## config.mk

```make
export PLATFORM = sky130hd
export DESIGN_NAME = viterbi_acs_k3_flat
export DESIGN_NICKNAME = d
export VERILOG_FILES = /design/src/rtl/viterbi_acs_k3_if.sv /design/src/rtl/viterbi_acs_k3.sv /design/src/flat_wrapper.sv
export SDC_FILE = /design/constraint.sdc
export NUM_CORES = 1
export LEC_CHECK = 0
export CAP_MARGIN = 40
export CORE_MARGIN = 3
export CORE_UTILIZATION = 65
export CTS_BUF_LIST = sky130_fd_sc_hd__clkbuf_8
export DETAILED_ROUTE_END_ITERATION = 8
export PLACE_DENSITY = 0.86
export RECOVER_POWER = 100
export SKIP_LAST_GASP = 1
export SLEW_MARGIN = 15
export SYNTH_ARGS = -nofsm -noshare
export SYNTH_HDL_FRONTEND = slang
export SYNTH_SLANG_ARGS = --single-unit
```

## constraint.sdc

```tcl
create_clock -name clk -period 28.8 [get_ports clk]
set_input_delay 7.2 -clock clk [delete_from_list [all_inputs] [get_ports clk]]
set_output_delay 7.2 -clock clk [all_outputs]
set_load 0.1 [all_outputs]
```

## src/rtl/viterbi_acs_k3_if.sv

```systemverilog
// Symbol-in / decision-out handshake bundle for the K=3 add-compare-select stage.
interface viterbi_acs_k3_if #(
  parameter int PM_W = 8
) ();
  logic            rx_sym_valid;
  logic            rx_sym_ready;
  logic [1:0]      rx_sym;
  logic            dec_valid;
  logic            dec_ready;
  logic [3:0]      dec_bits;
  logic [1:0]      dec_best;
  logic [PM_W-1:0] dec_pm_min;

  modport master (
    output rx_sym_valid, rx_sym, dec_ready,
    input  rx_sym_ready, dec_valid, dec_bits, dec_best, dec_pm_min
  );

  modport slave (
    input  rx_sym_valid, rx_sym, dec_ready,
    output rx_sym_ready, dec_valid, dec_bits, dec_best, dec_pm_min
  );
endinterface

```

## src/rtl/viterbi_acs_k3.sv

```systemverilog
// Four-state (K=3, g0=7, g1=5) hard-decision ACS: one trellis step per accepted
// symbol, survivor bits and normalized path metrics handed to traceback.
module viterbi_acs_k3 #(
  parameter int PM_W = 8
) (
  input  logic                  clk,
  input  logic                  rst_n,
  input  logic                  sync_clr,
  viterbi_acs_k3_if.slave       bus,
  output logic [15:0]           step_cnt
);
  localparam int NUM_ST = 4;
  localparam logic [PM_W:0]   HALF    = (PM_W+1)'(2**(PM_W-1));
  localparam logic [PM_W-1:0] PM_INIT = PM_W'(2**(PM_W-2));
  localparam logic [NUM_ST-1:0][PM_W-1:0] PM_RST =
    {PM_INIT, PM_INIT, PM_INIT, {PM_W{1'b0}}};

  logic [NUM_ST-1:0][PM_W-1:0] r_pm;
  logic [3:0]                  r_bits;
  logic [1:0]                  r_best;
  logic [PM_W-1:0]             r_pm_min;
  logic                        r_dec_valid;
  logic [15:0]                 r_step;

  logic [NUM_ST-1:0][PM_W:0]   w_raw;
  logic [NUM_ST-1:0][PM_W-1:0] w_pm_next;
  logic [NUM_ST-1:0]           w_sel;
  logic [PM_W:0]               w_min;
  logic [PM_W:0]               w_sub;
  logic [1:0]                  w_best;
  logic                        w_ready;
  logic                        w_acc;

  // Hamming distance between the received pair and the branch label of p --u-->
  function automatic logic [1:0] f_bm(input logic [1:0] p, input logic u,
                                      input logic [1:0] sym);
    logic c0, c1;
    c0 = u ^ p[1] ^ p[0];
    c1 = u ^ p[0];
    return {1'b0, sym[0] ^ c0} + {1'b0, sym[1] ^ c1};
  endfunction

  genvar n;
  generate
    for (n = 0; n < NUM_ST; n++) begin : g_acs
      localparam logic [1:0] P0 = 2'((n % 2) * 2);
      localparam logic [1:0] P1 = 2'((n % 2) * 2 + 1);
      localparam logic       U  = 1'(n / 2);
      logic [PM_W:0] w_c0, w_c1;
      assign w_c0     = {1'b0, r_pm[P0]} + (PM_W+1)'(f_bm(P0, U, bus.rx_sym));
      assign w_c1     = {1'b0, r_pm[P1]} + (PM_W+1)'(f_bm(P1, U, bus.rx_sym));
      assign w_sel[n] = (w_c1 < w_c0);
      assign w_raw[n] = w_sel[n] ? w_c1 : w_c0;
      assign w_pm_next[n] = PM_W'(w_raw[n] - w_sub);
    end
  endgenerate

  // Strict compare keeps the lowest index on ties.
  always_comb begin
    w_best = '0;
    w_min  = w_raw[0];
    for (int i = 1; i < NUM_ST; i++) begin
      if (w_raw[i] < w_min) begin
        w_min  = w_raw[i];
        w_best = 2'(i);
      end
    end
  end

  assign w_sub   = (w_min >= HALF) ? HALF : '0;
  assign w_ready = (!r_dec_valid || bus.dec_ready) && !sync_clr;
  assign w_acc   = bus.rx_sym_valid && w_ready;

  always_ff @(posedge clk or negedge rst_n) begin
    if (!rst_n) begin
      r_pm        <= PM_RST;
      r_bits      <= '0;
      r_best      <= '0;
      r_pm_min    <= '0;
      r_dec_valid <= 1'b0;
      r_step      <= '0;
    end else if (sync_clr) begin
      r_pm        <= PM_RST;
      r_step      <= '0;
      r_dec_valid <= 1'b0;
    end else if (w_acc) begin
      r_pm        <= w_pm_next;
      r_bits      <= w_sel;
      r_best      <= w_best;
      r_pm_min    <= PM_W'(w_min - w_sub);
      r_dec_valid <= 1'b1;
      r_step      <= r_step + 16'd1;
    end else if (bus.dec_ready) begin
      r_dec_valid <= 1'b0;
    end
  end

  assign bus.rx_sym_ready = w_ready;
  assign bus.dec_valid    = r_dec_valid;
  assign bus.dec_bits     = r_bits;
  assign bus.dec_best     = r_best;
  assign bus.dec_pm_min   = r_pm_min;
  assign step_cnt         = r_step;
endmodule
```

## src/flat_wrapper.sv

```systemverilog
// flat-port wrapper written by rule: the top's interface ports become plain ports
module viterbi_acs_k3_flat 
#(
  parameter int PM_W = 8
)
  (clk, rst_n, sync_clr, step_cnt, bus_rx_sym_valid, bus_rx_sym, bus_dec_ready, bus_rx_sym_ready, bus_dec_valid, bus_dec_bits, bus_dec_best, bus_dec_pm_min);
  viterbi_acs_k3_if #(.PM_W(PM_W)) bus_i ();
  input  logic clk;
  input  logic rst_n;
  input  logic sync_clr;
  output logic [15:0] step_cnt;
  input wire logic [$bits(bus_i.rx_sym_valid)-1:0] bus_rx_sym_valid;
  input wire logic [$bits(bus_i.rx_sym)-1:0] bus_rx_sym;
  input wire logic [$bits(bus_i.dec_ready)-1:0] bus_dec_ready;
  output wire logic [$bits(bus_i.rx_sym_ready)-1:0] bus_rx_sym_ready;
  output wire logic [$bits(bus_i.dec_valid)-1:0] bus_dec_valid;
  output wire logic [$bits(bus_i.dec_bits)-1:0] bus_dec_bits;
  output wire logic [$bits(bus_i.dec_best)-1:0] bus_dec_best;
  output wire logic [$bits(bus_i.dec_pm_min)-1:0] bus_dec_pm_min;
  assign bus_i.rx_sym_valid = bus_rx_sym_valid;
  assign bus_i.rx_sym = bus_rx_sym;
  assign bus_i.dec_ready = bus_dec_ready;
  assign bus_rx_sym_ready = bus_i.rx_sym_ready;
  assign bus_dec_valid = bus_i.dec_valid;
  assign bus_dec_bits = bus_i.dec_bits;
  assign bus_dec_best = bus_i.dec_best;
  assign bus_dec_pm_min = bus_i.dec_pm_min;
  viterbi_acs_k3 #(.PM_W(PM_W)) u_core (.clk(clk), .rst_n(rst_n), .sync_clr(sync_clr), .bus(bus_i), .step_cnt(step_cnt));
endmodule
```

### After elaboration in Yosys (flattened, before gate mapping)

Cells that the tools add are included.

* flip-flop bits (word level): 63
* bits of input ports: 7
* output and inout bits: 32

* $add $sub $neg: 18
* $lt $le $gt $ge: 8
* mux-type cells: 18
* bitwise logic cells: 3
* reduce and logical (&&, ||, !) cells: 8

Operators with widths (count)
* adder 8 x 2 -> 9 bit: 8
* two-way mux 32 bit: 2
* less-than comparator 9 bit: 7
* two-way mux 9 bit: 7
* subtractor 8 bit: 5
* two-way mux 16 bit: 2
* adder 16 x 1 -> 16 bit, second input constant: 1
* >= comparator 9 x 8 -> 1 bit, second input constant: 1
* adder 1 x 1 -> 2 bit: 4
* two-way mux 8 bit: 1
* two-way mux 1 bit: 4
* two-way mux 2 bit: 2
* NOT 1 bit: 3
* nonzero test 3 bit: 1
* logical AND 1 bit: 2
* logical NOT 1 bit: 2
* AND reduction 2 bit: 1
* nonzero test 2 bit: 1
* logical OR 1 bit: 1

### Longest topological paths before layout

* word-level depth: 16
* mapped depth: 57
* depth with buffers taken out: 54

### Worst setup path before layout

OpenSTA, ideal clock, no wires.

* path type: input -> register
* from: input port bus_rx_sym[0]
* to: register u_core.r_pm_min[2], in the netlist u_core.bus.dec_pm_min[2]
* library setup time: 0.125 ns
* arrival: 16.311 ns
* slack: 12.364 ns
* cell stages on the path: 53
* path through: inv_1 > ha_1 > inv_1 > ha_1 > nor2b_1 > o21ai_0 > o21ai_0 > and2_1 > xor2_1 > ha_1 > a21oi_1 > o21ai_0 > o211a_1 > o21a_4 > nor2_1 > nor2_1 > a21oi_1 > ha_1 > (+17 left out) > o211ai_1 > o31ai_4 > buf_6 > mux2_4 > ha_1 > a21o_1 > a21o_1 > a21o_1 > a21oi_1 > nor2b_1 > o21ai_0 > nand2b_1 > a21oi_1 > nand3_1 > o31ai_4 > buf_2 > o21ai_1 > mux2_2

* cells in the longest elaborated chain, start to end: 12
* elaborated cells between the ends (all ways): 28
* classes of those cells: add/sub (13); order compare (7); mux (7); bitwise (1)

Ends and longest elaborated chain
* start, declared: RTL line flat_wrapper.sv:13 `input wire logic [$bits(bus_i.rx_sym)-1:0] bus_rx_sym;`
* NOT 1 bit (no line)
* adder 1 x 1 -> 2 bit: RTL line viterbi_acs_k3.sv:40 `return {1'b0, sym[0] ^ c0} + {1'b0, sym[1] ^ c1};`
* adder 8 x 2 -> 9 bit, on equally long branches: RTL line viterbi_acs_k3.sv:50, viterbi_acs_k3.sv:51
* less-than comparator 9 bit: RTL line viterbi_acs_k3.sv:52 `assign w_sel[n] = (w_c1 < w_c0);`
* two-way mux 9 bit: RTL line viterbi_acs_k3.sv:53 `assign w_raw[n] = w_sel[n] ? w_c1 : w_c0;`
* less-than comparator 9 bit: RTL line viterbi_acs_k3.sv:63 `if (w_raw[i] < w_min) begin`
* two-way mux 9 bit: RTL line viterbi_acs_k3.sv:63
* less-than comparator 9 bit: RTL line viterbi_acs_k3.sv:63
* two-way mux 9 bit: RTL line viterbi_acs_k3.sv:63
* less-than comparator 9 bit: RTL line viterbi_acs_k3.sv:63
* two-way mux 9 bit (*): RTL line viterbi_acs_k3.sv:63
* subtractor 8 bit (*): RTL line viterbi_acs_k3.sv:90 `r_pm_min <= PM_W'(w_min - w_sub);`
* end signal, assigned: RTL line viterbi_acs_k3.sv:90
* end, declared: RTL line viterbi_acs_k3.sv:21 `logic [PM_W-1:0] r_pm_min;`

Mark *: on every way between the ends. The rest lies on a longest branch, timed or not.
A chain may end at the register's enable or synchronous reset.

### Final worst setup path

* from: input port bus_rx_sym[1]
* to: register u_core.r_pm[31] (netlist name)

* cells in the longest elaborated chain, start to end: 16
* elaborated cells between the ends (all ways): 32
* classes of those cells: add/sub (13); order compare (8); mux (10); bitwise (1)

Ends and longest elaborated chain
* NOT 1 bit (no line)
* adder 1 x 1 -> 2 bit: RTL line viterbi_acs_k3.sv:40
* adder 8 x 2 -> 9 bit: RTL line viterbi_acs_k3.sv:51 `assign w_c1 = {1'b0, r_pm[P1]} + (PM_W+1)'(f_bm(P1, U, bus.rx_sym));`
* less-than comparator 9 bit: RTL line viterbi_acs_k3.sv:52
* two-way mux 9 bit: RTL line viterbi_acs_k3.sv:53
* less-than comparator 9 bit: RTL line viterbi_acs_k3.sv:63
* two-way mux 9 bit: RTL line viterbi_acs_k3.sv:63
* less-than comparator 9 bit: RTL line viterbi_acs_k3.sv:63
* two-way mux 9 bit: RTL line viterbi_acs_k3.sv:63
* less-than comparator 9 bit: RTL line viterbi_acs_k3.sv:63
* two-way mux 9 bit: RTL line viterbi_acs_k3.sv:63
* >= comparator 9 x 8 -> 1 bit: RTL line viterbi_acs_k3.sv:70 `assign w_sub = (w_min >= HALF) ? HALF : '0;`
* two-way mux 8 bit: RTL line viterbi_acs_k3.sv:70
* subtractor 8 bit (*): RTL line viterbi_acs_k3.sv:54 `assign w_pm_next[n] = PM_W'(w_raw[n] - w_sub);`
* two-way mux 32 bit (*): RTL line viterbi_acs_k3.sv:86 `end else if (w_acc) begin`
* two-way mux 32 bit (*): RTL line viterbi_acs_k3.sv:82 `end else if (sync_clr) begin`
* end signal, assigned: RTL line viterbi_acs_k3.sv:87 `r_pm <= w_pm_next;`
* end, declared: RTL line viterbi_acs_k3.sv:18 `logic [NUM_ST-1:0][PM_W-1:0] r_pm;`

Mark *: on every way between the ends. The rest lies on a longest branch, timed or not. The select of a mux whose other input is x is not followed.

==> results.cfg <==
[worst_setup_path]
crit_required_ns = 29.09
cpPeakStageDelay_ns = 1.73
cp.arrival_ns = 21.62
crit_start = bus_rx_sym[1]
rr_worst_depth = 48
reg2reg_slack_ns = 15.16
worstSetupEndpoint = u_core.r_pm[31]
crit_path_start_kind = primary input
crit_type = primary input to flop
regToRegEndpoint = u_core.r_pm[31]
crit_fanout = 15
critPathCaptureType = flop
r2r_start = u_core.r_pm[16]
slowest_stage = o31ai_1

[sta]
period_share_pct = 74.1
finalMaxSlewViolations = 111
worst_slew_pin_slew_ns = 2.84
setup_viol = 0
grt_setup_unrepaired = false
skew_ns = 0.0119
period_needed_ns = 21.33
slew_headroom_pct = -89.6
finalHoldViolCount = 0
tns_ns = 0
fmax_mhz = 46.9

[layout]
layout.nets = 899
area_delta_synth_final_pct = 10.5
design_area_sq_mm = 0.00723
fill_cells = 694
final-seq-area_sq_mm = 0.00158
drive_above_1_share_pct = 8.33
antenna_cells = 0
instances_no_fill = 957
multiInputGateArea_sq_mm = 0.00454

[routing]
wl_met1_microns = 7830
drt-pass1-iter-count = 8
vias = 6122
drt_iter0_drc = 599
met3_length_microns = 1520
wl_met2_microns = 9790
drc_errors = 0
routed.top_layer = met4
ant_nets = 0
avgRoutedWirePerCell_microns = 20.8
drt-total-wl_microns = 20000
viasPerCell = 6.40

[logic_synthesis]
synthCells = 770
synth.area.top_cells = dfrtp_1 (23%), ha_1 (13%), nand2_1 (5.3%), xor2_1 (4.8%), mux2i_1 (4.4%)
ys_seq_elements = 63
syn-cell-area_sq_mm = 0.00654
ys.flop_type = dfrtp_1
synth_top_cells_by_count = nand2_1 (93), ha_1 (69), nor2_1 (69)
ys_async_sr_fraction_pct = 100
yosys.area.top_type = dfrtp_1
avgSynthCellArea_sq_um = 8.50
synth_seq_area_share_pct = 24.1
syn_nets = 846
ys_types = 85
yosysMostFrequentCell = nand2_1
synth_edf_count = 0
synth_top_area_share_pct = 22.9
ys.warnings.count = 0

[clocking]
path_clk_slew_ns = 0.08
cts.sinks = 63
cts_tree = yes
cts_root_buf = clkbuf_8
insertion_delay_ns = 0.37
cts_max_path_buffers = 2
hold_buffers = 0
post_cts_buffers = 0
htree_levels = 3
cts_made_buffers = 9
ctsResizeCount = 0

[grt]
grt_pass1_vias = 6124
track_usage_pct = 36.6
grt-ovfl-total = 0
grt_max_degree = 64
grt_pass1_wl_microns = 32400
antenna_found_initial = 0

[floorplanning]
start_util_pct = 68.9
die_y_microns = 106
io_pins = 39
die_area_sq_mm = 0.0113
core_sq_mm = 0.00950
rows = 35
die_w_microns = 106

[placed_design]
dp_cells = 940
place_area_sq_mm = 0.00744
hpwlAfterDp_microns = 15100
place_congestion = 0.968
numPortBuffers = 38

[hold_path]
hold_path_class = flop to flop

[run_status]
status = complete, but fails checks
violations = capacitance limit, slew limit

[run]
drv_cap = 4
-- placed cells by master (no fill, tap or decap), types with 29 or more instances in the layout --
cell type        instances
a21oi_1                 50
clkbuf_1                35
clkdlybuf4s50_1         29
dfrtp_1                 60
ha_1                    69
inv_1                   41
mux2i_1                 29
nand2_1                 93
nor2_1                  69
o21ai_0                 35
xor2_1                  36
-- state kept, by name, indices dropped and copies added (netlist names) --
name,cells
u_core.r_pm,32
u_core.step_cnt,16
u_core.bus.dec_pm_min,8
u_core.bus.dec_bits,4
u_core.bus.dec_best,2
u_core.bus.dec_valid,1
-- worst min path at each step --
stage | from | endpoint | cells after the start
floorplan | u_core.r_pm[30] | u_core.r_pm[30] | 2
global placement | u_core.bus.dec_best[0] | u_core.bus.dec_best[0] | 2
detailed placement | u_core.bus.dec_best[1] | u_core.bus.dec_best[1] | 2
CTS | u_core.bus.dec_bits[3] | u_core.bus.dec_bits[3] | 2
global route | u_core.bus.dec_pm_min[0] | u_core.bus.dec_pm_min[0] | 1
finish | u_core.bus.dec_bits[3] | u_core.bus.dec_bits[3] | 2
-- routing by layer --
layer	up-vias	global-route usage (%)
met5	-	0
met4	0	16.4
met3	72	6.56
met2	315	63.0
met1	2940	44.6
li1	2795	-
-- worst max-delay path, delay by kind of cell --
kind / cells / cell delay (ns)
mux: 3 / 1.14
xor+xnor: 1 / 0.19
fa+ha+maj: 6 / 1.93
simple gates: 10 / 1.60
buf+inv: 7 / 2.19
compound gates: 25 / 7.33
-- cell families after synthesis --
group                    Yosys count  share of synthesized area (%)
adder cells (fa/ha/maj)           71                           13.5
AO/OA/AOI/OAI                    168                           18.3
XOR/XNOR                          65                           9.22
flip-flops                        63                           24.1
AND/OR/NAND/NOR                  283                           22.2
multiplexers                      42                           7.09
buffers and inverters             78                           5.53
-- layout make-up --
cell class                      instances  area share (%)
Inverter                               41            2.13
Clock buffer                           10            1.90
Clock inverter                          6           0.952
Timing Repair Buffer                   79            8.08
Sequential cell                        63            21.9
Multi-Input combinational cell        629            62.8
Tap cell                              129            2.23
-- metrics by stage --
stage | hold WS [ns] | util [%] | worst slack [ns]
2_1_floorplan | 0.498 | - | 12.36
3_3_place_gp | 0.460 | 72.7 | 10.49
3_5_place_dp | 0.472 | 78.3 | 9.98
4_1_cts | 0.497 | 80.5 | 10.37
5_1_grt | 0.532 | 76.1 | 6.56
6_report | 0.491 | 76.1 | 7.47
Power is not shown: default switching activity piles up to over one toggle a cycle in this logic, so the estimate is an artifact.
